`src/rtl/display_scan_controller.sv`:
```
// display_scan_controller
//   Multiplexed four-digit seven-segment scan driver. Strobes digits in the
//   order 3,2,1,0. Each digit is held for DWELL_CYCLES clocks. GAP_CYCLES blank
//   clocks follow each digit. The 16-bit BCD input is snapshotted each time
//   digit 3 is entered, so a frame never mixes old and new values.
//
//   Optional feature: define LEADING_ZERO_BLANK_EN to blank leading zero digits
//   (digits 3..1) of the snapshot. Digit 0 is never blanked.
//
// Ports
//   clock        : single clock, rising edge
//   reset_n      : asynchronous active-low reset
//   enable       : 1 = scan, 0 = displays off
//   digits       : four BCD digits, [15:12] = digit 3 .. [3:0] = digit 0
//   displays     : one-hot active-high digit strobe, bit n = digit n
//   segments     : active-high segments, bit0 = a .. bit6 = g
//   active_digit : index of the strobed digit (0 when none)
//   frame_done   : one-clock pulse after the last SHOW clock of digit 0
//
// State table
//   IDLE | displays off, waiting for enable
//   SHOW | strobing r_digit for DWELL_CYCLES clocks
//   GAP  | blank interval of GAP_CYCLES clocks after a digit
module display_scan_controller #(
  parameter int DWELL_CYCLES = 1000,
  parameter int GAP_CYCLES   = 2
) (
  input  logic        clock,
  input  logic        reset_n,
  input  logic        enable,
  input  logic [15:0] digits,
  output logic [3:0]  displays,
  output logic [6:0]  segments,
  output logic [1:0]  active_digit,
  output logic        frame_done
);

  typedef enum logic [1:0] {IDLE, SHOW, GAP} state_t;

  // Counters load with interval-1 and end at zero. The 16-bit width covers both
  // parameter maxima.
  localparam logic [15:0] DWELL_LOAD = 16'(DWELL_CYCLES - 1);
  localparam logic [15:0] GAP_LOAD   = (GAP_CYCLES > 0) ? 16'(GAP_CYCLES - 1) : 16'd0;

  state_t      r_state, w_state_nx;
  logic [1:0]  r_digit, w_digit_nx;
  logic [15:0] r_cnt, w_cnt_nx;
  logic [15:0] r_snap, w_snap_nx;
  logic        w_frame_nx;

  logic [3:0]  r_displays, w_displays_nx;
  logic [6:0]  r_segments, w_segments_nx;
  logic [1:0]  r_active, w_active_nx;
  logic        r_frame_done;

  logic [3:0]  w_nib;
  logic [6:0]  w_seg_dec;
  logic        w_blank;

  always_comb begin
    w_state_nx = r_state;
    w_digit_nx = r_digit;
    w_cnt_nx   = r_cnt;
    w_snap_nx  = r_snap;
    w_frame_nx = 1'b0;

    if (!enable) begin
      w_state_nx = IDLE;
      w_digit_nx = 2'd3;
      w_cnt_nx   = 16'd0;
    end else begin
      unique case (r_state)
        IDLE: begin
          w_state_nx = SHOW;
          w_digit_nx = 2'd3;
          w_cnt_nx   = DWELL_LOAD;
          w_snap_nx  = digits;
        end
        SHOW: begin
          if (r_cnt == 16'd0) begin
            w_frame_nx = (r_digit == 2'd0);
            if (GAP_CYCLES > 0) begin
              w_state_nx = GAP;
              w_cnt_nx   = GAP_LOAD;
            end else begin
              // Digit index wraps 0 -> 3 naturally in two bits.
              w_digit_nx = r_digit - 2'd1;
              w_cnt_nx   = DWELL_LOAD;
              if (r_digit == 2'd0) w_snap_nx = digits;
            end
          end else begin
            w_cnt_nx = r_cnt - 16'd1;
          end
        end
        GAP: begin
          if (r_cnt == 16'd0) begin
            w_state_nx = SHOW;
            w_digit_nx = r_digit - 2'd1;
            w_cnt_nx   = DWELL_LOAD;
            if (r_digit == 2'd0) w_snap_nx = digits;
          end else begin
            w_cnt_nx = r_cnt - 16'd1;
          end
        end
        default: w_state_nx = IDLE;
      endcase
    end
  end

  // Outputs are computed from the next state and next snapshot. This lets the
  // first SHOW clock show the freshly captured value, and every output stays a
  // flop.
  always_comb begin
    w_nib = w_snap_nx[{w_digit_nx, 2'b00} +: 4];
    unique case (w_nib)
      4'd0:    w_seg_dec = 7'h3F;
      4'd1:    w_seg_dec = 7'h06;
      4'd2:    w_seg_dec = 7'h5B;
      4'd3:    w_seg_dec = 7'h4F;
      4'd4:    w_seg_dec = 7'h66;
      4'd5:    w_seg_dec = 7'h6D;
      4'd6:    w_seg_dec = 7'h7D;
      4'd7:    w_seg_dec = 7'h07;
      4'd8:    w_seg_dec = 7'h7F;
      4'd9:    w_seg_dec = 7'h6F;
      default: w_seg_dec = 7'h40;
    endcase
  end

`ifdef LEADING_ZERO_BLANK_EN
  // A digit is a leading zero when it and every higher digit are zero.
  always_comb begin
    unique case (w_digit_nx)
      2'd3:    w_blank = (w_snap_nx[15:12] == 4'd0);
      2'd2:    w_blank = (w_snap_nx[15:8] == 8'd0);
      2'd1:    w_blank = (w_snap_nx[15:4] == 12'd0);
      default: w_blank = 1'b0;
    endcase
  end
`else
  assign w_blank = 1'b0;
`endif

  always_comb begin
    w_displays_nx = 4'b0000;
    w_segments_nx = 7'h00;
    w_active_nx   = 2'd0;
    if (w_state_nx == SHOW) begin
      w_displays_nx = 4'b0001 << w_digit_nx;
      w_segments_nx = w_blank ? 7'h00 : w_seg_dec;
      w_active_nx   = w_digit_nx;
    end
  end

  always_ff @(posedge clock or negedge reset_n) begin
    if (!reset_n) begin
      r_state      <= IDLE;
      r_digit      <= 2'd3;
      r_cnt        <= 16'd0;
      r_snap       <= 16'd0;
      r_displays   <= 4'b0000;
      r_segments   <= 7'h00;
      r_active     <= 2'd0;
      r_frame_done <= 1'b0;
    end else begin
      r_state      <= w_state_nx;
      r_digit      <= w_digit_nx;
      r_cnt        <= w_cnt_nx;
      r_snap       <= w_snap_nx;
      r_displays   <= w_displays_nx;
      r_segments   <= w_segments_nx;
      r_active     <= w_active_nx;
      r_frame_done <= w_frame_nx;
    end
  end

  assign displays     = r_displays;
  assign segments     = r_segments;
  assign active_digit = r_active;
  assign frame_done   = r_frame_done;

endmodule

```
`config.mk`:
```
export PLATFORM = sky130hd
export DESIGN_NAME = display_scan_controller
export DESIGN_NICKNAME = d
export VERILOG_FILES = /design/src/rtl/display_scan_controller.sv
export SDC_FILE = /design/constraint.sdc
export NUM_CORES = 1
export LEC_CHECK = 0
export BUFFER_PORTS_ARGS = -buffer_cell sky130_fd_sc_hd__buf_4
export CAP_MARGIN = 20
export CORE_MARGIN = 2
export CORE_UTILIZATION = 40
export CTS_CLUSTER_SIZE = 25
export DETAILED_ROUTE_END_ITERATION = 10
export PLACE_DENSITY = 0.55
export RECOVER_POWER = 50
export SYNTH_ARGS = -nofsm -noshare
export SYNTH_HDL_FRONTEND = slang
export SYNTH_SLANG_ARGS = --single-unit
```
`constraint.sdc`:
```
create_clock -name clock -period 9.47 [get_ports clock]
set_input_delay 2.841 -clock clock [delete_from_list [all_inputs] [get_ports clock]]
set_output_delay 2.841 -clock clock [all_outputs]
set_load 0.05 [all_outputs]
```
==> metrics list, run 1 <==
- In the synthesized netlist the dominant register cell turns out to be sky130_fd_sc_hd__dfrtp_1.
- 1st-pass router iterations: 4
* Clock power frac: 0.187
* Slowest library cell on the worst path: sky130_fd_sc_hd__nand2b_1
* Data required time at the worst endpoint: 9.70 ns
- Met1 Track Usage GR: 0.212
- The clock drives 50 sinks.
- Number of distinct library cells after synthesis: 54
- The worst pin sits at a relative slew slack of -0.750.
* Average cell area after synthesis: 10.8 µm²
- Across all setup checks in the final design, the least slack found is 4.04 ns.
- The repair_antennas step left the layout with diodes totalling 0.
- Peak per-stage delay on the critical path: 0.49 ns
- Post-route setup TNS: 0 ns
- CTS tree: done
* Global-route track usage on met2: 0.268
- The synthesized design contains 0 enable-type register cells.
- Net switching power: 0.283 mW
- After clock tree synthesis, the clock-pin slew on the worst setup and hold paths is 0.10 ns.
- Input and output buffers added on the ports amount to 32.
- After the first detailed-routing iteration, the DRC count stood at 68.
- Final clock period utilization by the worst path: 0.573
* Count of endpoints failing setup in the final report: 0
- Slack of the worst reg-to-reg path: 5.39 ns
- The via count of the first global-routing pass came to 1929.
- Cell count after synthesis: 245
- Startpoint Class: input pin
- After layout, the minimum clock period comes to 5.43 ns.
* Total global routing overflow: 0
- Placed wire-length estimate: 3660 µm
- For the pin with the worst max-slew slack, the measured transition is 2.62 ns.
- After global routing, the most crowded layer is met2.
* Maximum fanout along the worst path: 16
- CP Capture Type: flip-flop
- Dividing total power by cell area gives a power density of 239 nW/µm².
- Layout cells sized above 1: 0.223
* Static leakage power: 1.36 nW
- After detailed routing, the average wire length per cell comes to 15.3 µm.
- Number of levels in the clock H-tree: 2
- Summing every instance area after synthesis gives 2650 µm².
- The final layout contains 302 nets.
- The total area inside the core boundary comes to 6390 µm².
- The setup path with the least slack is of type in -> reg.
- Buf+Inv Stages, Crit Path: 2
- Max Clk Rate: 184 MHz
* Top library cells by usage in the layout, fill and taps aside: 48 x sky130_fd_sc_hd__dfrtp_1, 31 x sky130_fd_sc_hd__buf_4, 20 x sky130_fd_sc_hd__nor2_1, 13 x sky130_fd_sc_hd__inv_1, 13 x sky130_fd_sc_hd__a21oi_1
- Final clock skew: 0.00779 ns
* Largest net degree at the start of global routing: 51
- Number of cells in the finished layout apart from fillers: 350
* Share of synthesized flip-flops with an asynchronous set or reset: 1.00
- Count of unresolved DRC violations after routing: 0
* Smallest hold slack: 0.513 ns
- RSZ-0062 raised after global routing: no
- The share of total power dissipated in combinational logic is 0.417.
- At the end of the flow the core is filled with cells to 0.471.
- The die is 85.3 µm tall.
- For this configuration, the core starts out at a cell density of 0.414.
* Final Hold Viols: 0
* Total of hold buffers inserted after clock tree synthesis: 0
* Crit path cell chain: clkbuf_1, nand3_1, nand2b_1, a32o_1, mux2_2, mux2i_1, inv_1, ha_1, mux2_1, o22ai_1
* Number of vias after detailed routing: 1880
* Die width: 85.3 µm
* Row count: 29
- Number of vias per cell: 5.37
- The share of total power dissipated in sequential elements is 0.395.
- Pre-CTS worst setup slack: 3.93 ns
- The initial antenna violation count came to 0.
* Total nets after synthesis: 275
- Layout overhead on the synthesized area: 13.8%
* Gr usage total: 0.160
- Violations in the final reports: max-capacitance violations, max-slew violations
- Placed Cells: 342
- The path class of the tightest hold or removal check is reg -> reg.
- The clock reaches the later pin of the worst-skew pair after 0.31 ns.
- First-pass GRT wire length: 9320 µm
* Routed wire length: 5360 µm
- Maximum resistive drop on vdd: 0.000106 V
- Final Power: 0.720 mW
- In this run the post-CTS setup repair buffer count came out at 0.
- The clock passes through at most 2 buffers.
- Global routing met3 resource utilization: 0.0428
- Post-CTS repair changed the size of 0 cells.
* Run status: complete, but fails checks
* Count of pins on the block boundary: 33
* Buffer cell driving the clock tree root: sky130_fd_sc_hd__clkbuf_8
- Register bit total from synthesis: 50
- The count of pins over their slew limit is 51.
- Buffers inserted during clock tree synthesis total 5.
* Crit path max-delay family: multiplexers
- Antenna-violating nets left: 0
- The floorplan step defined a die boundary enclosing 7280 µm².
- The internal portion of the total power is 0.438 mW.
* Max-cap viol count: 1
* Routability Congestion: 0.785
- Most common cell after layout, fill and taps aside: sky130_fd_sc_hd__dfrtp_1
- Standard cell area after detailed placement: 2920 µm²
- STA puts the critical path data arrival time at 5.66 ns.
* Proportion of total power due to net switching: 0.392
* Sequential area share after synthesis: 0.474
- With fillers left out, the area of the finished cells amounts to 3010 µm².
- Yosys synthesis warning count: 0
## cell usage after synthesis, types with 6 or more instances
master                     number  area (µm²)
sky130_fd_sc_hd__a21oi_1       13        65.1
sky130_fd_sc_hd__a32o_1        12         120
sky130_fd_sc_hd__clkbuf_1       8        30.0
sky130_fd_sc_hd__dfrtp_1       48        1200
sky130_fd_sc_hd__ha_1          11         138
sky130_fd_sc_hd__inv_1         13        48.8
sky130_fd_sc_hd__mux2i_1        8        80.1
sky130_fd_sc_hd__nand2_1       10        37.5
sky130_fd_sc_hd__nor2_1        20        75.1
sky130_fd_sc_hd__nor3_1         7        35.0
sky130_fd_sc_hd__o21ai_0       10        50.1
sky130_fd_sc_hd__or3_1          7        43.8
sky130_fd_sc_hd__xnor2_1        6        52.6
## worst paths after layout
kind | from | to | depth (start not counted)
hold reg to reg | r_cnt[0] | r_cnt[0] | 1
setup / recovery | enable | segments[3] | 10
hold / removal | r_cnt[0] | r_cnt[0] | 1
max in group asynchronous | reset_n | segments[3] | 1
setup reg to reg | r_cnt[0] | segments[3] | 13
min in group asynchronous | reset_n | r_cnt[3] | 1
## power by group through the flow
stage                     logic [mW]  registers [mW]  clock network [mW]
after floorplan                0.191           0.331                   0
after global placement         0.302           0.289                   0
after detailed placement       0.304           0.289                   0
after CTS                      0.305           0.285               0.142
after global routing           0.334           0.290               0.151
final                          0.301           0.285               0.135
## cell families after synthesis
logic type	after synthesis	share of synthesized area
compound gates	59	0.168
xor+xnor	9	0.0298
fa+ha+maj	11	0.0520
buf+inv	30	0.0516
flops	50	0.474
mux	16	0.0743
simple gates	70	0.150
## layout make-up
class                      instances  area (µm²)
timing repair buffer              35         248
multi-input combinational        165        1250
clock inverter                     2        17.5
inverter                          15        56.3
fill                             610        3380
tap                               77        96.3
sequential                        50        1250
clock buffer                       6        82.6
## metal layers
layer	vias up	part of all wire
met5	-	0
li1	934	-
met2	26	0.49
met4	0	0.0017
met3	2	0.035
met1	918	0.47
## sequential cells by signal, indices dropped and copies added (netlist names)
name and cells:
segments 7, r_digit 2, displays 4, r_state 2, active_digit 2, frame_done 1
r_cnt 16, r_snap 16
Power figures use the tool's default switching activity.
==> run 2, diff against run 1 <==
PLACE_DENSITY = 0.57   (was 0.55)
clock period = 4.7 ns   (was 9.47 ns; I/O delays follow)
==> metrics list, run 2 (synthesis gave the netlist of run 1 again) <==
- CP Capture Type: flip-flop
* Number of levels in the clock H-tree: 2
* Gr usage total: 0.159
- Wires add up to 5370 µm.
* Total of hold buffers inserted after clock tree synthesis: 0
- The net count of the finished layout is 302.
- For hold timing, the worst endpoint is r_cnt[0].
- Number of fill cells: 617
- Setup violations remaining at the end of the flow were counted as 0.
* Most common cell after layout, fill and taps aside: sky130_fd_sc_hd__dfrtp_1
- Iter 0 DRT Violations: 46
* Worst-path clk slew: 0.09 ns
* Count of pins on the block boundary: 33
* Transition time of the tightest slew-check pin: 2.67 ns
- Once layout is complete, the cells apart from fillers number 350.
- Length in cells of the worst reg-to-reg path: 12
* Crit path max-delay family: simple AND/OR/NAND/NOR gates
- Initial antenna violation count: 0
- Clock latency on the worst-skew pair, taken at its later pin, is 0.30 ns.
- Buf+Inv Stages, Crit Path: 2
- Counting instances, the worst hold path has a depth of 1.
* Reg2Reg Launch Point: r_cnt[0]
- Pwr per Cell Area: 475 nW/µm²
- STA classifies the critical path startpoint as a flip-flop.
* Placed Cells: 342
* Worst Setup SP: r_cnt[0]
* Maximum fanout along the worst path: 16
- Relative to the synthesized area, the layout overhead comes to 12.8%.
- Number of vias per cell: 5.42
* Placed wire-length estimate: 3610 µm
- Run status: complete, but fails checks
* Critical path class: reg -> reg
- For this design, the slowest cell found on the critical path is sky130_fd_sc_hd__or3b_1.
- Layout cells sized above 1: 0.209
- Worst hold-check path type: reg -> reg
- In this run the remaining antenna-violating nets after routing total 0.
* Max Clk Rate: 256 MHz
- The die is 85.3 µm wide.
- Largest net degree at the start of global routing: 51
* Crit path cell chain: inv_1, ha_1, or3b_1, nor4_4, nand2b_1, a32o_1, mux2_2, mux2i_1, inv_1, ha_1, mux2_1, o22ai_1
* Number of gates resized after cts: 0
* Clock buffer depth: 2
- Starting density of the core: 0.414
* Number of I/O port buffers: 32
- 1st-pass router iterations: 4
* Die Y: 85.3 µm
* Number of vias after detailed routing: 1896
* Total die area: 7280 µm²
- Top library cells by usage in the layout, fill and taps aside: 48 x sky130_fd_sc_hd__dfrtp_1, 30 x sky130_fd_sc_hd__buf_4, 20 x sky130_fd_sc_hd__nor2_1, 13 x sky130_fd_sc_hd__inv_1, 13 x sky130_fd_sc_hd__a21oi_1
* Buffer count from post-CTS setup fixing: 0
* Crit path arrival time: 4.14 ns
- WL/cell: 15.3 µm
* CTS tree: done
* RSZ-0062 raised after global routing: no
- Source of the worst hold timing path: r_cnt[0]
* Number of buffers added by the clock tree synthesis step: 5
- For this run, design rule violations remaining after detail routing come to 0.
- Summed over all cells, the static leakage comes to 1.34 nW.
- The number of antenna diodes in the final layout is 0.
- At the worst endpoint, the required time is 4.93 ns.
- Violations in the final reports: max-capacitance violations, max-slew violations
* Core outline area: 6390 µm²
- The routed design could run at a clock period as short as 3.91 ns.
- Across the routed clock network, the largest skew measured is 0.00610 ns.
- Headroom to the max-slew limit: -0.777
- Final Max Slew Viols: 51
- Max-cap viol count: 1
* Row count: 29
- Post-route setup TNS: 0 ns
- The total overflow left after global routing is 0.
* Routability Congestion: 0.758
- The first global-routing pass estimated 9200 µm of wire.
- The cell sitting at the root of the clock tree is a sky130_fd_sc_hd__clkbuf_8.
- The worst-case IR drop observed on VDD is 0.000260 V.
* R2r endpoint: segments[3]
* Via count of the first global-routing pass: 1922
- Final Hold Viols: 0
- Total clock sinks: 50
- Peak per-stage delay on the critical path: 0.46 ns
* Slack of the worst reg-to-reg path: 0.79 ns
- Final clock period utilization by the worst path: 0.832
## run 2: power by group
group          switching, mW  internal, mW  leakage, nW
sequential            0.0495         0.524        0.638
clock                  0.146         0.105       0.0374
combinational          0.368         0.226        0.662
## run 2: worst max path at each step
stage | end | slack [ns] | depth (start not counted)
5_1_grt | segments[3] | 0.50 | 12
2_1_floorplan | segments[3] | 0.74 | 12
4_1_cts | segments[3] | 0.78 | 12
3_5_place_dp | segments[3] | 0.62 | 10
6_report | segments[3] | 0.79 | 12
3_3_place_gp | segments[3] | 0.68 | 10
## run 2: area by class of cell
| class | count | area, µm² | area share |
|---|---|---|---|
| inverters | 15 | 56.3 | 0.0189 |
| clock buffers | 6 | 72.6 | 0.0243 |
| clock inverters | 2 | 15.0 | 0.00503 |
| flip-flops and latches | 50 | 1250 | 0.420 |
| well taps | 77 | 96.3 | 0.0323 |
| multi-input cells | 165 | 1240 | 0.417 |
| repair buffers | 35 | 244 | 0.0818 |
## run 2: per-stage QoR
stage          total power, mW  hold WS [ns]  cell area, µm²   util  setup slack [ns]
2_1_floorplan             1.05         0.453            2650      -             0.741
3_3_place_gp              1.19         0.481            2920  0.458             0.679
3_5_place_dp              1.19         0.479            2920  0.458             0.618
4_1_cts                   1.46         0.494            3010  0.472             0.778
5_1_grt                   1.52         0.545            2980  0.467             0.502
6_report                  1.42         0.497            2980  0.467             0.788
## run 2: routing by layer
metal | vias up | part of all wire | track usage
met5 | - | 0 | 0
met4 | 0 | 0.011 | 0.0519
met3 | 5 | 0.025 | 0.0292
met2 | 29 | 0.48 | 0.259
met1 | 930 | 0.48 | 0.214
li1 | 932 | - | -
